**src/rtl/stage_id.sv**
```systemverilog
// stage_id: instruction decode, 16x32 register file with write-back port,
// load-use hazard detection and the ID/EX pipeline register.
module stage_id #(
  parameter int N  = 32,
  parameter int R  = 16,
  localparam int RW = $clog2(R)
) (
  input  logic          CLK,
  input  logic          RST,
  input  logic [N-1:0]  instruction_id_i,
  input  logic          flush_i,
  input  logic          wb_we_i,
  input  logic [RW-1:0] wb_rd_i,
  input  logic [N-1:0]  wb_data_i,
  output logic          stall_o,
  output logic [1:0]    branchselect_id_o,
  output logic [N-1:0]  rs1_data_ex_o,
  output logic [N-1:0]  rs2_data_ex_o,
  output logic [N-1:0]  extend_ex_o,
  output logic [RW-1:0] rd_ex_o,
  output logic [3:0]    alu_op_ex_o,
  output logic          alu_src_ex_o,
  output logic          reg_we_ex_o,
  output logic          mem_we_ex_o,
  output logic          mem_to_reg_ex_o,
  output logic [1:0]    branchselect_ex_o
);

  localparam logic [3:0] OP_NOP  = 4'h0;
  localparam logic [3:0] OP_ADD  = 4'h1;
  localparam logic [3:0] OP_SUB  = 4'h2;
  localparam logic [3:0] OP_ADDI = 4'h3;
  localparam logic [3:0] OP_LW   = 4'h4;
  localparam logic [3:0] OP_SW   = 4'h5;
  localparam logic [3:0] OP_B    = 4'h6;
  localparam logic [3:0] OP_BEQ  = 4'h7;
  localparam logic [3:0] OP_BNE  = 4'h8;

  typedef struct packed {
    logic [N-1:0]  rs1_data;
    logic [N-1:0]  rs2_data;
    logic [N-1:0]  extend;
    logic [RW-1:0] rd;
    logic [3:0]    alu_op;
    logic          alu_src;
    logic          reg_we;
    logic          mem_we;
    logic          mem_to_reg;
    logic [1:0]    bsel;
  } idex_t;

  // Instruction fields; bits [27:26] carry nothing.
  logic [3:0]    opcode;
  logic [RW-1:0] rd_f, rs1_f, rs2_f;
  logic [13:0]   imm_f;
  logic          unused_bits;

  assign opcode      = instruction_id_i[31:28];
  assign rd_f        = instruction_id_i[25:22];
  assign rs1_f       = instruction_id_i[21:18];
  assign rs2_f       = instruction_id_i[17:14];
  assign imm_f       = instruction_id_i[13:0];
  assign unused_bits = ^instruction_id_i[27:26];

  logic [R-1:0][N-1:0] rf_q;
  idex_t               ex_q, ex_d, dec;
  logic                use_rs1, use_rs2;
  logic [N-1:0]        rs1_rd, rs2_rd;

  // Register file write port; R0 is never written so it stays zero.
  always_ff @(posedge CLK or negedge RST) begin
    if (!RST)                              rf_q          <= '0;
    else if (wb_we_i && wb_rd_i != '0)     rf_q[wb_rd_i] <= wb_data_i;
  end

  // Read ports with write-first bypass so a same-cycle write-back is seen.
  always_comb begin
    rs1_rd = rf_q[rs1_f];
    rs2_rd = rf_q[rs2_f];
    if (wb_we_i && wb_rd_i == rs1_f) rs1_rd = wb_data_i;
    if (wb_we_i && wb_rd_i == rs2_f) rs2_rd = wb_data_i;
    if (rs1_f == '0) rs1_rd = '0;
    if (rs2_f == '0) rs2_rd = '0;
  end

  // Opcode decode; unknown opcodes decode exactly like NOP.
  always_comb begin
    dec          = '0;
    use_rs1      = 1'b0;
    use_rs2      = 1'b0;
    dec.rs1_data = rs1_rd;
    dec.rs2_data = rs2_rd;
    dec.extend   = {{(N-14){imm_f[13]}}, imm_f};
    dec.rd       = rd_f;
    case (opcode)
      OP_ADD, OP_SUB: begin
        dec.alu_op = opcode; dec.reg_we = 1'b1;
        use_rs1 = 1'b1; use_rs2 = 1'b1;
      end
      OP_ADDI: begin
        dec.alu_op = opcode; dec.reg_we = 1'b1; dec.alu_src = 1'b1;
        use_rs1 = 1'b1;
      end
      OP_LW: begin
        dec.alu_op = opcode; dec.reg_we = 1'b1; dec.mem_to_reg = 1'b1;
        dec.alu_src = 1'b1; use_rs1 = 1'b1;
      end
      OP_SW: begin
        dec.alu_op = opcode; dec.mem_we = 1'b1; dec.alu_src = 1'b1;
        use_rs1 = 1'b1; use_rs2 = 1'b1;
      end
      OP_B: begin
        dec.alu_op = opcode; dec.bsel = 2'b01;
      end
      OP_BEQ: begin
        dec.alu_op = opcode; dec.bsel = 2'b10;
        use_rs1 = 1'b1; use_rs2 = 1'b1;
      end
      OP_BNE: begin
        dec.alu_op = opcode; dec.bsel = 2'b11;
        use_rs1 = 1'b1; use_rs2 = 1'b1;
      end
      default: dec.alu_op = OP_NOP;
    endcase
  end

  // Load-use hazard: a load in EX whose destination feeds this instruction.
  always_comb begin
    stall_o = ex_q.mem_to_reg && (ex_q.rd != '0) &&
              ((use_rs1 && rs1_f == ex_q.rd) || (use_rs2 && rs2_f == ex_q.rd));
    branchselect_id_o = stall_o ? 2'b00 : dec.bsel;
  end

  // Next ID/EX contents: flush or stall both insert an all-zero bubble.
  always_comb begin
    ex_d = dec;
    if (flush_i || stall_o) ex_d = '0;
  end

  // ID/EX pipeline register.
  always_ff @(posedge CLK or negedge RST) begin
    if (!RST) ex_q <= '0;
    else      ex_q <= ex_d;
  end

  assign rs1_data_ex_o     = ex_q.rs1_data;
  assign rs2_data_ex_o     = ex_q.rs2_data;
  assign extend_ex_o       = ex_q.extend;
  assign rd_ex_o           = ex_q.rd;
  assign alu_op_ex_o       = ex_q.alu_op;
  assign alu_src_ex_o      = ex_q.alu_src;
  assign reg_we_ex_o       = ex_q.reg_we;
  assign mem_we_ex_o       = ex_q.mem_we;
  assign mem_to_reg_ex_o   = ex_q.mem_to_reg;
  assign branchselect_ex_o = ex_q.bsel;

endmodule

```
**config.mk**
```make
export PLATFORM = sky130hd
export DESIGN_NAME = stage_id
export DESIGN_NICKNAME = d
export VERILOG_FILES = /design/src/rtl/stage_id.sv
export SDC_FILE = /design/constraint.sdc
export NUM_CORES = 1
export LEC_CHECK = 0
export BUFFER_PORTS_ARGS = -buffer_cell sky130_fd_sc_hd__buf_2
export CORE_ASPECT_RATIO = 1.25
export CORE_MARGIN = 10
export CORE_UTILIZATION = 45
export CTS_CLUSTER_DIAMETER = 40
export CTS_CLUSTER_SIZE = 10
export DETAILED_ROUTE_END_ITERATION = 7
export GPL_ROUTABILITY_DRIVEN = 0
export GPL_TIMING_DRIVEN = 0
export HOLD_SLACK_MARGIN = 0.05
export PLACE_DENSITY = 0.64
export SLEW_MARGIN = 15
export SYNTH_ARGS = -nofsm -noshare
export SYNTH_HDL_FRONTEND = slang
export SYNTH_SLANG_ARGS = --single-unit
```
**constraint.sdc**
```tcl
create_clock -name CLK -period 2.3 [get_ports CLK]
set_clock_uncertainty 0.15 [all_clocks]
set_input_delay 0.115 -clock CLK [delete_from_list [all_inputs] [get_ports CLK]]
set_output_delay 0.115 -clock CLK [all_outputs]
set_load 0.02 [all_outputs]
```
==> results of run 1 <==
-- cells by family after synthesis --
family | Yosys count | synth area share [%]
xor gates and xnor gates | 17 | 0.474
DFF | 604 | 48.1
and+or+nand+nor | 333 | 5.57
muxes | 865 | 37.9
AOI/OAI and AO/OA | 138 | 3.27
buffers and inverters | 272 | 4.76
-- area by class of cell --
type                    instances  area [um^2]
inverters                       1         3.75
well taps                     935         1170
multi-input cells            1353        15200
fillers                      5623        31100
clock buffers                 119         2710
clock inverters                62          785
flip-flops and latches        604        15100
diodes                          1         2.50
repair buffers                248         1770
plain buffers                 271         1520
-- synthesized netlist by cell type (3+ instances only) --
cell,n,area [um^2]
nor3b_1,22,165
nand2_1,6,22.5
and3_1,3,18.8
or3_1,3,18.8
buf_4,43,323
dfrtp_1,604,15100
a211oi_1,52,390
clkbuf_1,125,469
a211oi_2,12,150
nor4_1,57,357
nand3_1,3,15.0
nor3_1,69,345
nor4_2,12,150
mux4_2,192,4320
nor2_1,140,526
mux2_1,18,203
mux2_2,655,7380
nand2b_1,8,50.1
xor2_1,15,131
buf_6,18,203
buf_2,74,370
buf_1,5,18.8
o22ai_1,65,407
buf_12,4,80.1
nand3b_1,3,22.5
-- per-layer routing --
layer | GRT usage (%) | vias to the layer above | part of all wire [%] | routed length (um)
li1 | - | 9115 | - | -
met1 | 30.4 | 11531 | 38 | 39100
met2 | 40.5 | 993 | 48 | 49200
met3 | 5.54 | 259 | 7.7 | 7890
met4 | 14.4 | 10 | 5.7 | 5790
met5 | 0 | - | 0.075 | 77
-- report_power, final --
part	total (mW)	switching (mW)	internal (mW)
logic	7.62	3.36	4.26
registers	14.3	1.49	12.8
clock network	15.5	5.51	9.99
total	37.4	10.4	27.0
-- state kept, by name, summed over array words and instances (netlist names) --
name and count:
reg_we_ex_o 1, rf_q 512, rs1_data_ex_o 32, rs2_data_ex_o 32, mem_we_ex_o 1, mem_to_reg_ex_o 1, branchselect_ex_o 2, extend_ex_o 14
alu_op_ex_o 4, rd_ex_o 4, alu_src_ex_o 1
-- worst max-delay path: stages, from the launching register on --
cell     delay [ns]
dfrtp_2        0.43
xor2_1         0.16
nor4_1         0.28
o31ai_1        0.13
a21oi_2        0.19
buf_6          0.13
buf_6          0.12
nor2_4         0.03
buf_6          0.14
-- path summary, 6_finish.rpt --
| path | startpoint | endpoint | slack (ns) | depth (start not counted) |
|---|---|---|---|---|
| setup / recovery | rd_ex_o[0]$_DFF_PN0_ | branchselect_id_o[1] | -0.23 | 8 |
| hold / removal | wb_rd_i[3] | rf_q[288]$_DFFE_PN0P_ | 0.13 | 4 |
| setup reg to reg | rd_ex_o[1]$_DFF_PN0_ | rs2_data_ex_o[4]$_DFF_PN0_ | -0.10 | 6 |
| hold reg to reg | rf_q[22]$_DFFE_PN0P_ | rf_q[22]$_DFFE_PN0P_ | 0.33 | 1 |
| max in group asynchronous | RST | rf_q[204]$_DFFE_PN0P_ | 0.30 | 6 |
| min in group asynchronous | RST | rf_q[494]$_DFFE_PN0P_ | 0.47 | 4 |
-- timing repair --
action | in CTS | in global routing
buffers inserted | 5 | 1
pin swaps | 5 | 3
hold buffers | 61 | 0
gates cloned | 0 | 1
resized for setup | 41 | 33
endpoints found under the setup margin | 65 | 173
hold endpoints to repair | 614 | 0
==> results.json, run 1 <==
{
  "status": "finished, violations left",
  "violations": "negative setup slack",
  "slew_violations": 0,
  "dpl_worst_slack_ns": -0.939,
  "numCtsBuffers": 99,
  "final_cells": 3594,
  "yosysUniqueCellTypes": 39,
  "start_util_pct": 45.4,
  "core_area_mm2": 0.0693,
  "layout_common_cells": "655 x mux2_2, 603 x dfrtp_1, 242 x buf_2",
  "synth-edff-count": 0,
  "vias": 21908,
  "required_ns": 2.04,
  "grt-ovfl-total": 0,
  "finalInstanceArea_mm2": 0.0382,
  "cts_tree": "yes",
  "ys_warn_count": 0,
  "period_needed_ns": 2.53,
  "die_area_mm2": 0.0809,
  "period_share_pct": 110,
  "worst_pin_slew_ns": 1.11,
  "tns_ns": -1.09,
  "final_util_pct": 55.2,
  "grt_max_degree": 108,
  "setup_viol": 12,
  "ys_async_sr_fraction_pct": 100,
  "place_hpwl_um": 72400,
  "nets": 2650,
  "max_freq_mhz": 395,
  "syn_inst": 2229,
  "wl_per_cell_um": 28.4,
  "startpoint_type": "register",
  "hp-class": "in -> reg",
  "max_slew_margin_pct": 26.1,
  "grt_pass1_wl_um": 151000,
  "boundaryPins": 185,
  "cts.sinks": 604,
  "ir_drop_mv": 0.709,
  "total_power_mw": 37.4,
  "avgSynthCellArea_um2": 14.1,
  "syn_nets": 2301,
  "drt_iter0_markers": 1866,
  "holdWs_ns": 0.128,
  "final_common_cell": "mux2_2",
  "grt_usage_pct": 24.9,
  "routed_wl_um": 102000,
  "die_x_um": 256,
  "ant_nets": 0,
  "clk_pin_slew_worst_paths_ns": 0.05,
  "layout_setup_ws_ns": -0.230,
  "maxCapViolCount": 0,
  "avgViaCountPerCell": 6.10,
  "port_buffers": 174,
  "power_density_mw_per_mm2": 978,
  "power_leakage_nw": 16.3,
  "hold_viol": 0,
  "worstSkewPairLatency_ns": 0.65,
  "clock_path_buffers": 3,
  "drive_above_1_share_pct": 53.5,
  "cp_max_fo": 5,
  "ys_seq_area_share_pct": 48.1,
  "arrival_ns": 2.27,
  "row_count": 108,
  "critPathKind": "reg -> out",
  "cts-root-buf": "clkbuf_16",
  "rsz0062_at_grt": "yes",
  "placed_area_mm2": 0.0337,
  "dominantRegCellSynth": "dfrtp_1",
  "grt_pass1_vias": 23471,
  "dr.pass1.iters": 6,
  "syn_area_mm2": 0.0314,
  "cts_htree_levels": 3,
  "ys_seq_elements": 604,
  "drc_errors": 0,
  "worst_setup_path_end_kind": "primary output",
  "antenna_found_initial": 9,
  "die_h_um": 316,
  "area_growth_pct": 21.6,
  "place_inst": 3344
}
(Power assumes the default switching activity.)
==> inputs of run 2 (changes only) <==
- CORE_UTILIZATION: 45 -> 38
- PLACE_DENSITY: 0.64 -> 0.56
==> run 2 against run 1 <==
Effect of this change: sequential cell count is the same; routed wire length up 5.5%; cell count is 4.1% higher; maximum frequency shrank 1.3%; the run ends with negative hold slack, negative setup slack left; power is 1.1% higher; setup slack got worse by 0.034 ns; hold slack worse by 0.31 ns; via count is 0.69% lower; critical endpoint is now stall_o; first-iteration DRC count down 2.6%; utilization fell by 7.7 points.
==> results.json, run 2 (synthesized netlist as in run 1, its figures left out) <==
{
  "power_leakage_nw": 16.4,
  "grt_pass1_vias": 23504,
  "worstSkewPairLatency_ns": 0.66,
  "routed_wl_um": 108000,
  "avgViaCountPerCell": 5.81,
  "port_buffers": 174,
  "clk_pin_slew_worst_paths_ns": 0.05,
  "crit_path_start": "rd_ex_o[3]$_DFF_PN0_",
  "power_density_mw_per_mm2": 972,
  "period_share_pct": 111,
  "required_ns": 2.04,
  "hp-class": "in -> async",
  "max_freq_mhz": 390,
  "cts_htree_levels": 3,
  "setup_viol": 4,
  "placed_area_mm2": 0.0338,
  "rsz0062_at_grt": "yes",
  "nFillCells": 7097,
  "vias": 21756,
  "cts.sinks": 604,
  "multi_input_area_mm2": 0.0154,
  "critPathKind": "reg -> out",
  "maxCapViolCount": 0,
  "ff_latch_area_mm2": 0.0151,
  "start_util_pct": 38.4,
  "numCtsBuffers": 103,
  "startpoint_type": "register",
  "core_area_mm2": 0.0818,
  "p_clk_share_pct": 41.7,
  "max_slew_margin_pct": 31.2,
  "rr_startpoint": "rd_ex_o[3]$_DFF_PN0_",
  "grt_max_degree": 109,
  "place_hpwl_um": 76600,
  "p_switching_mw": 10.6,
  "grt_usage_pct": 22.2,
  "worst_setup_path_end_kind": "primary output",
  "slew_violations": 0,
  "finalInstanceArea_mm2": 0.0389,
  "cts-root-buf": "clkbuf_16",
  "top_register": "rf_q",
  "arrival_ns": 2.30,
  "status": "finished, violations left",
  "pwr-share-comb_pct": 20.6,
  "layout_setup_ws_ns": -0.264,
  "row_count": 117,
  "final_common_cell": "mux2_2",
  "drive_above_1_share_pct": 54.3,
  "holdWs_ns": -0.178,
  "nets": 2658,
  "dr.pass1.iters": 7,
  "ant_nets": 0,
  "grt_pass1_wl_um": 158000,
  "tns_ns": -0.777,
  "final_util_pct": 47.5,
  "drt_iter0_markers": 1817,
  "seqPwrFrac_pct": 37.8,
  "antenna_found_initial": 6,
  "die_x_um": 277,
  "worst_pin_slew_ns": 1.03,
  "cts_tree": "yes",
  "area_growth_pct": 23.6,
  "grt-ovfl-total": 0,
  "cp_max_fo": 5,
  "layout_common_cells": "655 x mux2_2, 604 x dfrtp_1, 242 x buf_2",
  "drc_errors": 0,
  "die_h_um": 342,
  "p_int_mw": 27.2,
  "cts_hold_buf": 67,
  "wl_per_cell_um": 28.8,
  "ir_drop_mv": 0.468,
  "clock_path_buffers": 3,
  "largest_register_ffs": 512,
  "die_area_mm2": 0.0947,
  "boundaryPins": 185,
  "period_needed_ns": 2.56,
  "p_sw_share_pct": 28.1,
  "violations": "negative hold slack, negative setup slack",
  "hold_viol": 168
}
-- run 2: area by class of cell --
type | count | area share, %
buffer | 271 | 3.98
timing repair buffer | 252 | 4.91
multi-input combinational | 1353 | 39.6
tap | 1071 | 3.45
inverter | 1 | 0.00966
clock buffer | 120 | 7.19
clock inverter | 68 | 2.00
sequential | 604 | 38.9
antenna | 3 | 0.0193
-- run 2: metrics by stage --
stage,setup slack (ns),power (mW),hold WS [ns],std cells
final,-0.264,37.8,-0.178,3743
after global routing,-0.357,39.2,-0.111,3741
after CTS,-0.286,37.9,-0.152,3739
after detailed placement,-1.01,21.8,-0.0631,3480
after global placement,-11.30,21.4,0.227,3474
after floorplan,0.245,19.2,-0.331,2229
-- run 2: path summary, 6_finish.rpt --
| path | endpoint | slack (ns) | cells after the start |
|---|---|---|---|
| min in group CLK | rs2_data_ex_o[1]$_DFF_PN0_ | 0.10 | 3 |
| min reg2reg | rf_q[20]$_DFFE_PN0P_ | 0.33 | 1 |
| max in group asynchronous | rs2_data_ex_o[22]$_DFF_PN0_ | 0.38 | 11 |
| max reg2reg | rs2_data_ex_o[14]$_DFF_PN0_ | 0 | 8 |
| max | stall_o | -0.26 | 7 |
| min | rf_q[433]$_DFFE_PN0P_ | -0.18 | 7 |
-- run 2: critical path, cell delays in order (launching register included) --
cell,delay (ns)
dfrtp_1,0.42
xor2_1,0.17
nor4_2,0.31
o31ai_1,0.13
a21oi_2,0.20
buf_6,0.13
buf_6,0.12
buf_2,0.18
-- run 2: power by group through the flow --
stage | logic (mW) | clock network [mW] | registers (mW)
after floorplan | 5.16 | 0 | 14.1
after global placement | 7.25 | 0 | 14.1
after detailed placement | 7.47 | 0 | 14.4
after CTS | 7.72 | 16.0 | 14.2
after global routing | 8.25 | 16.5 | 14.5
final | 7.78 | 15.7 | 14.3
-- run 2: what timing repair did --
action / in CTS / in global routing
setup buffers: 4 / 1
pin swaps: 4 / 16
gates cloned: 0 / 0
resized for setup: 55 / 59
endpoints found under the setup margin: 82 / 74
hold endpoints to repair: 479 / 168
-- run 2: layer usage --
| layer | GRT usage [%] | routed length (um) | vias to the layer above |
|---|---|---|---|
| met5 | 0 | 32 | - |
| met4 | 10.3 | 4730 | 6 |
| met3 | 4.73 | 7580 | 219 |
| met2 | 37.4 | 53700 | 847 |
| met1 | 27.0 | 41600 | 11554 |
| li1 | - | - | 9130 |
